## src/rtl/code_lock_pkg.sv

```systemverilog
// Shared types and widths for the keypad code lock.
// State encodings are the values driven on state_dbg.
// The timer width covers the longest interval, the lockout time.
package code_lock_pkg;

    localparam int DIGIT_W            = 4;
    localparam int LOCKOUT_CYCLES_MAX = 120_000_000;
    localparam int TIMER_W            = $clog2(LOCKOUT_CYCLES_MAX + 1);

    typedef enum logic [2:0] {
        ST_ENTRY    = 3'd0,
        ST_CHECK    = 3'd1,
        ST_UNLOCKED = 3'd2,
        ST_PROGRAM  = 3'd3,
        ST_FAIL     = 3'd4,
        ST_LOCKOUT  = 3'd5
    } state_t;

endpackage

```

## src/rtl/lock_timer.sv

```systemverilog
// Loadable down-counter shared by the unlock, error and lockout intervals.
// zero is decoded combinationally from the count; a load takes effect on the next edge.
// The count holds while en is low and saturates at zero.
module lock_timer
    import code_lock_pkg::*;
(
    input  logic               hwclk,
    input  logic               rst_n,
    input  logic               load,
    input  logic [TIMER_W-1:0] load_val,
    input  logic               en,
    output logic               zero
);

    logic [TIMER_W-1:0] r_count;

    // Load has priority; otherwise count down while enabled, stopping at zero
    always_ff @(posedge hwclk or negedge rst_n) begin
        if (!rst_n) begin
            r_count <= '0;
        end else if (load) begin
            r_count <= load_val;
        end else if (en && (r_count != '0)) begin
            r_count <= r_count - 1'b1;
        end
    end

    assign zero = (r_count == '0);

endmodule

```

## src/rtl/code_lock_fsm.sv

```systemverilog
// Code lock controller: collects keypad digits, compares them with the stored code,
// and drives unlock, error and lockout timing plus code reprogramming.
// Outputs are registered from the next state, so they change on the same edge as the state.
module code_lock_fsm
    import code_lock_pkg::*;
#(
    parameter int          CODE_LEN       = 4,
    parameter logic [31:0] DEFAULT_CODE   = 32'h0000_1234,
    parameter int          UNLOCK_CYCLES  = 36_000_000,
    parameter int          ERROR_CYCLES   = 6_000_000,
    parameter int          LOCKOUT_CYCLES = 120_000_000,
    parameter int          ENTRY_TIMEOUT  = 60_000_000,
    parameter int          MAX_FAILS      = 3
) (
    input  logic       hwclk,
    input  logic       rst_n,
    input  logic [3:0] button,
    input  logic       bstate,
    input  logic       set_code,
    output logic       unlocked,
    output logic       error,
    output logic       lockout,
    output logic       code_saved,
    output logic [2:0] digit_count,
    output logic [2:0] state_dbg
);

    localparam int CODE_W = CODE_LEN * DIGIT_W;
    localparam int CNT_W  = 4;
    localparam int FAIL_W = $clog2(MAX_FAILS + 1);
    localparam int IDLE_W = $clog2(ENTRY_TIMEOUT + 1);

    // The timer runs N-1 down to 0, so a state that exits on zero lasts exactly N cycles
    localparam logic [TIMER_W-1:0] UNLOCK_LOAD  = TIMER_W'(UNLOCK_CYCLES - 1);
    localparam logic [TIMER_W-1:0] ERROR_LOAD   = TIMER_W'(ERROR_CYCLES - 1);
    localparam logic [TIMER_W-1:0] LOCKOUT_LOAD = TIMER_W'(LOCKOUT_CYCLES - 1);

    state_t              r_state;
    state_t              w_state_nxt;
    logic                r_bstate_q;
    logic [CODE_W-1:0]   r_buf;
    logic [CODE_W-1:0]   r_code;
    logic [CNT_W-1:0]    r_count;
    logic [FAIL_W-1:0]   r_fail_cnt;
    logic [IDLE_W-1:0]   r_idle;
    logic                r_unlocked, r_error, r_lockout, r_code_saved;

    logic                w_digit_evt, w_accept, w_complete, w_match, w_last_fail;
    logic                w_timeout, w_clear, w_store;
    logic [CODE_W-1:0]   w_buf_shift;
    logic                w_tmr_load, w_tmr_en, w_tmr_zero;
    logic [TIMER_W-1:0]  w_tmr_val;
    logic                w_unlocked_nxt, w_error_nxt, w_lockout_nxt, w_saved_nxt;

    // A press is taken on the falling edge of the scanner strobe; only digits 1..9 count
    assign w_digit_evt = r_bstate_q & ~bstate;
    assign w_accept    = w_digit_evt && (button != 4'd0) && (button <= 4'd9)
                         && ((r_state == ST_ENTRY) || (r_state == ST_PROGRAM));
    assign w_complete  = w_accept && (r_count == CNT_W'(CODE_LEN - 1));
    assign w_buf_shift = {r_buf[CODE_W-DIGIT_W-1:0], button};
    assign w_match     = (r_buf == r_code);
    assign w_last_fail = ((r_fail_cnt + 1'b1) == FAIL_W'(MAX_FAILS));
    assign w_timeout   = (r_state == ST_ENTRY) && (r_count != '0) && !w_digit_evt
                         && (r_idle == IDLE_W'(ENTRY_TIMEOUT - 1));
    assign w_store     = (r_state == ST_PROGRAM) && set_code && w_complete;
    assign w_clear     = (r_state == ST_CHECK) || w_timeout
                         || ((r_state == ST_UNLOCKED) && set_code)
                         || ((r_state == ST_PROGRAM) && (!set_code || w_complete));

    // The single interval timer is armed from CHECK with the length of the outcome state
    assign w_tmr_load = (r_state == ST_CHECK);
    assign w_tmr_val  = w_match ? UNLOCK_LOAD : (w_last_fail ? LOCKOUT_LOAD : ERROR_LOAD);
    assign w_tmr_en   = ((r_state == ST_UNLOCKED) && !set_code)
                        || (r_state == ST_FAIL) || (r_state == ST_LOCKOUT);

    lock_timer u_timer (
        .hwclk    (hwclk),
        .rst_n    (rst_n),
        .load     (w_tmr_load),
        .load_val (w_tmr_val),
        .en       (w_tmr_en),
        .zero     (w_tmr_zero)
    );

    // State register
    always_ff @(posedge hwclk or negedge rst_n) begin
        if (!rst_n) r_state <= ST_ENTRY;
        else        r_state <= w_state_nxt;
    end

    // Next-state decode; set_code in UNLOCKED wins over timer expiry
    always_comb begin
        w_state_nxt = r_state;
        case (r_state)
            ST_ENTRY:    if (w_complete) w_state_nxt = ST_CHECK;
            ST_CHECK:    w_state_nxt = w_match ? ST_UNLOCKED : (w_last_fail ? ST_LOCKOUT : ST_FAIL);
            ST_UNLOCKED: if (set_code) w_state_nxt = ST_PROGRAM;
                         else if (w_tmr_zero) w_state_nxt = ST_ENTRY;
            ST_PROGRAM:  if (!set_code || w_complete) w_state_nxt = ST_ENTRY;
            ST_FAIL,
            ST_LOCKOUT:  if (w_tmr_zero) w_state_nxt = ST_ENTRY;
            default:     w_state_nxt = ST_ENTRY;
        endcase
    end

    // Output decode from the next state so the registered outputs track the state register
    always_comb begin
        w_unlocked_nxt = (w_state_nxt == ST_UNLOCKED) || (w_state_nxt == ST_PROGRAM);
        w_error_nxt    = (w_state_nxt == ST_FAIL);
        w_lockout_nxt  = (w_state_nxt == ST_LOCKOUT);
        w_saved_nxt    = w_store;
    end

    // Output registers
    always_ff @(posedge hwclk or negedge rst_n) begin
        if (!rst_n) begin
            r_unlocked   <= 1'b0;
            r_error      <= 1'b0;
            r_lockout    <= 1'b0;
            r_code_saved <= 1'b0;
        end else begin
            r_unlocked   <= w_unlocked_nxt;
            r_error      <= w_error_nxt;
            r_lockout    <= w_lockout_nxt;
            r_code_saved <= w_saved_nxt;
        end
    end

    // Strobe delay for falling-edge detection
    always_ff @(posedge hwclk or negedge rst_n) begin
        if (!rst_n) r_bstate_q <= 1'b0;
        else        r_bstate_q <= bstate;
    end

    // Entry buffer and digit count; clearing wins over a digit arriving the same cycle
    always_ff @(posedge hwclk or negedge rst_n) begin
        if (!rst_n) begin
            r_buf   <= '0;
            r_count <= '0;
        end else if (w_clear) begin
            r_buf   <= '0;
            r_count <= '0;
        end else if (w_accept) begin
            r_buf   <= w_buf_shift;
            r_count <= r_count + 1'b1;
        end
    end

    // Stored code, replaced only when a full entry completes in PROGRAM
    always_ff @(posedge hwclk or negedge rst_n) begin
        if (!rst_n)       r_code <= DEFAULT_CODE[CODE_W-1:0];
        else if (w_store) r_code <= w_buf_shift;
    end

    // Consecutive-mismatch counter, cleared by a match or by entering lockout
    always_ff @(posedge hwclk or negedge rst_n) begin
        if (!rst_n) begin
            r_fail_cnt <= '0;
        end else if (r_state == ST_CHECK) begin
            if (w_match || w_last_fail) r_fail_cnt <= '0;
            else                        r_fail_cnt <= r_fail_cnt + 1'b1;
        end
    end

    // Idle cycles since the last press while a partial entry is pending
    always_ff @(posedge hwclk or negedge rst_n) begin
        if (!rst_n) begin
            r_idle <= '0;
        end else if ((r_state != ST_ENTRY) || (r_count == '0) || w_digit_evt || w_timeout) begin
            r_idle <= '0;
        end else begin
            r_idle <= r_idle + 1'b1;
        end
    end

    assign unlocked    = r_unlocked;
    assign error       = r_error;
    assign lockout     = r_lockout;
    assign code_saved  = r_code_saved;
    assign digit_count = (r_count > CNT_W'(7)) ? 3'd7 : r_count[2:0];
    assign state_dbg   = r_state;

endmodule

```

## config.mk

```make
export PLATFORM = sky130hd
export DESIGN_NAME = code_lock_fsm
export DESIGN_NICKNAME = d
export VERILOG_FILES = /design/src/rtl/code_lock_pkg.sv /design/src/rtl/lock_timer.sv /design/src/rtl/code_lock_fsm.sv
export SDC_FILE = /design/constraint.sdc
export NUM_CORES = 1
export LEC_CHECK = 0
export CORE_UTILIZATION = 53
export CTS_CLUSTER_SIZE = 40
export DETAILED_ROUTE_END_ITERATION = 10
export DONT_BUFFER_PORTS = 1
export HOLD_SLACK_MARGIN = 0.02
export PLACE_DENSITY_LB_ADDON = 0.2
export SETUP_SLACK_MARGIN = 0.3
export SKIP_LAST_GASP = 1
export SYNTH_ARGS = -nofsm -noshare
export SYNTH_HDL_FRONTEND = slang
export SYNTH_SLANG_ARGS = --single-unit
```

## constraint.sdc

```tcl
create_clock -name hwclk -period 2.7 [get_ports hwclk]
set_input_delay 0.54 -clock hwclk [delete_from_list [all_inputs] [get_ports hwclk]]
set_output_delay 0.54 -clock hwclk [all_outputs]
set_load 0.005 [all_outputs]
```

==> impl_metrics.env <==
export IMPL_cp_top_family="simple AND/OR/NAND/NOR gates"
export IMPL_die_area_um2=10400
export IMPL_fmax_ghz=0.449
export IMPL_drt_iter0_drc=138
export IMPL_num_antenna_cells=0
export IMPL_grtUsageTotal_pct=22.6
export IMPL_yosys_area_share_simple_pct=25.0
export IMPL_drc=0
export IMPL_finalSetupViolCount=0
export IMPL_yosysTopAreaCell="dfrtp_1"
export IMPL_hold_path_class="in -> async"
export IMPL_place_ws_ns=0.247
export IMPL_insertion_delay_ns=0.38
export IMPL_syn_inst=519
export IMPL_setup_tns_final_ns=0
export IMPL_critPathBufInv=2
export IMPL_period_share_pct=82.5
export IMPL_placed_area_um2=5400
export IMPL_grt_pass1_wl_um=17900
export IMPL_finalMaxSlewViolations=0
export IMPL_violations="negative hold slack"
export IMPL_outcome="complete, but fails checks"
export IMPL_synth_fa_ha_area_share_pct=1.18
export IMPL_ios=18
export IMPL_synth_xor_area_share_pct=7.29
export IMPL_synth_nets=532
export IMPL_area_delta_synth_final_pct=6.13
export IMPL_setup_ws_ns=0.474
export IMPL_power_density_nw_per_um2=645
export IMPL_wire_per_inst_um=16.3
export IMPL_root_buffer="clkbuf_8"
export IMPL_dieHeight_um=102
export IMPL_crit_type="reg -> reg"
export IMPL_grt_max_degree=100
export IMPL_io_buffers=0
export IMPL_clock_skew_ns=0.0121
export IMPL_async_reset_ff_share_pct=100
export IMPL_antenna_found_initial=0
export IMPL_cts_path_max_buffers=2
export IMPL_synth_mux_area_share_pct=7.38
export IMPL_avgSynthCellArea_um2=10.2
export IMPL_leakagePower_nw=2.51
export IMPL_crit_path_top_delay_cell="dfrtp_1"
export IMPL_synth_top_cell_area_share_pct=44.5
export IMPL_via_per_inst=5.73
export IMPL_synth_ff_type="dfrtp_1"
export IMPL_path_cells="nor4b_4 > or2_2 > o21ai_4 > buf_12 > buf_4 > or4_1 > a31oi_1"
export IMPL_overflow=0
export IMPL_synth_compound_area_share_pct=8.33
export IMPL_synth_edff_count=0
export IMPL_dpl_hpwl_um=7120
export IMPL_rsz0062_at_grt="no"
export IMPL_cp_arrival_ns=2.53
export IMPL_min_period_ns=2.23
export IMPL_drive_above_1_share_pct=15.2
export IMPL_finalHoldViolCount=94
export IMPL_seq_area_frac_synth_pct=47.0
export IMPL_row_count=36
export IMPL_gp_congestion=0.808
export IMPL_first_global_vias=3650
export IMPL_synth_seq_cells=99
export IMPL_worst_pin_slew_ns=0.528
export IMPL_cp_required_ns=3.00
export IMPL_relSlewSlack_pct=64.7
export IMPL_die_w_um=102
export IMPL_ys_types=69
export IMPL_vdd_drop_max_mv=0.401
export IMPL_drt_wl_total_um=10700
export IMPL_design_area_um2=5610
export IMPL_start_util_pct=54.3
export IMPL_numCtsBuffers=9
export IMPL_drv_cap=0
export IMPL_worstSetupStartpointType="flip-flop"
export IMPL_hold_slack_ns=-0.139
export IMPL_synth_top_family_by_area="simple AND/OR/NAND/NOR gates"
export IMPL_num_vias=3777
export IMPL_nNetsFinal=534
export IMPL_syn_area_um2=5290
export IMPL_ys_warnings_count=0
export IMPL_path_max_fanout=16
export IMPL_numClockSinks=99
export IMPL_max_stage_delay_ns=0.53
export IMPL_synth_area_leaders="dfrtp_1 (44%), nor2_1 (5.4%), mux2i_1 (4.0%)"
export IMPL_tritoncts="done"
export IMPL_core_area_um2=9730
export IMPL_endpoint_kind="flip-flop"
export IMPL_clk_pin_slew_worst_paths_ns=0.10
export IMPL_htree_levels=3
export IMPL_fillers=890
export IMPL_drtAntennaViolNets=0
export IMPL_drtPass1Iterations=4
[state kept, by name (all words and copies together), names as in the netlist]
signal	flops
r_buf	16
r_idle	26
r_bstate_q	1
r_fail_cnt	2
r_code	16
r_count	4
code_saved	1
u_timer.r_count	27
state_dbg	3
error	1
unlocked	1
lockout	1
[Yosys cell counts, drive strengths merged (16+ instances only)]
cell type and count:
xor2 22, buf 17, nor4 17, dfrtp 94, xnor2 22, nor3 19
nor2 76, mux2i 21, nand3 25, mux2 16, nand2 26, o21ai 17
[logic make-up after synthesis]
family                   Yosys count
AND/OR/NAND/NOR                  234
flip-flops                        99
AO/OA/AOI/OAI                     63
XOR/XNOR                          44
buffers and inverters             37
multiplexers                      37
adder cells (fa/ha/maj)            5
[worst paths after layout]
kind | startpoint | endpoint | slack (ns) | cells past startpoint
setup reg to reg | state_dbg[2] | u_timer.r_count[12] | 0.47 | 7
min in group hwclk | bstate | r_bstate_q | 0.19 | 0
hold reg to reg | r_fail_cnt[1] | r_fail_cnt[1] | 0.51 | 2
max in group asynchronous | rst_n | r_code[2] | 2.59 | 0
setup / recovery | state_dbg[2] | u_timer.r_count[12] | 0.47 | 7
hold / removal | rst_n | u_timer.r_count[23] | -0.14 | 0
[placed cells by master (no fill, tap or decap), types with 13 or more instances in the layout]
cell type  instances
nor4_1            13
nand2_1           25
nand3_1           24
xnor2_1           22
nor2_1            76
inv_1             13
buf_4             14
o21ai_0           13
xor2_1            22
mux2_2            16
nor3_1            17
dfrtp_1           94
mux2i_1           21
[metal layers]
layer,track usage [%],wire length (um),vias up
met3,5.68,385,5
met5,0,0,-
met2,37.2,5190,55
met4,5.93,83,0
li1,-,-,1861
met1,29.8,5070,1856
[repair_timing]
item,CTS,global route
buffers inserted,2,0
hold endpoints to repair,99,99
endpoints found under the setup margin,2,8
resized for setup,1,2
pin swaps,1,0
[area by class of cell]
class / count / area, um^2 / area share, %
clock inverter: 5 / 36.3 / 0.647
tap: 133 / 166 / 2.97
timing repair buffer: 15 / 125 / 2.23
sequential: 99 / 2480 / 44.3
inverter: 13 / 48.8 / 0.870
clock buffer: 11 / 131 / 2.34
multi-input combinational: 383 / 2620 / 46.7
[power by group]
| part | internal, mW | switching, mW | leakage, nW | total [mW] |
|---|---|---|---|---|
| registers | 1.62 | 0.199 | 1.29 | 1.82 |
| logic | 0.395 | 0.551 | 1.13 | 0.946 |
| clock network | 0.341 | 0.516 | 0.0881 | 0.857 |
[worst reg2reg max path, stage by stage (launching register included)]
cell and delay [ns]:
dfrtp_1 0.53, nor4b_4 0.32, or2_2 0.26, o21ai_4 0.09, buf_12 0.15, buf_4 0.14
or4_1 0.46, a31oi_1 0.19
[metrics by stage]
step	instances	utilization (%)	total power, mW
after floorplan	519	-	2.56
after global placement	641	55.5	2.73
after detailed placement	641	55.5	2.75
after CTS	659	57.6	3.66
after global routing	659	57.7	3.85
final	659	57.7	3.62
Note: power is estimated with default switching activity, not from simulation.
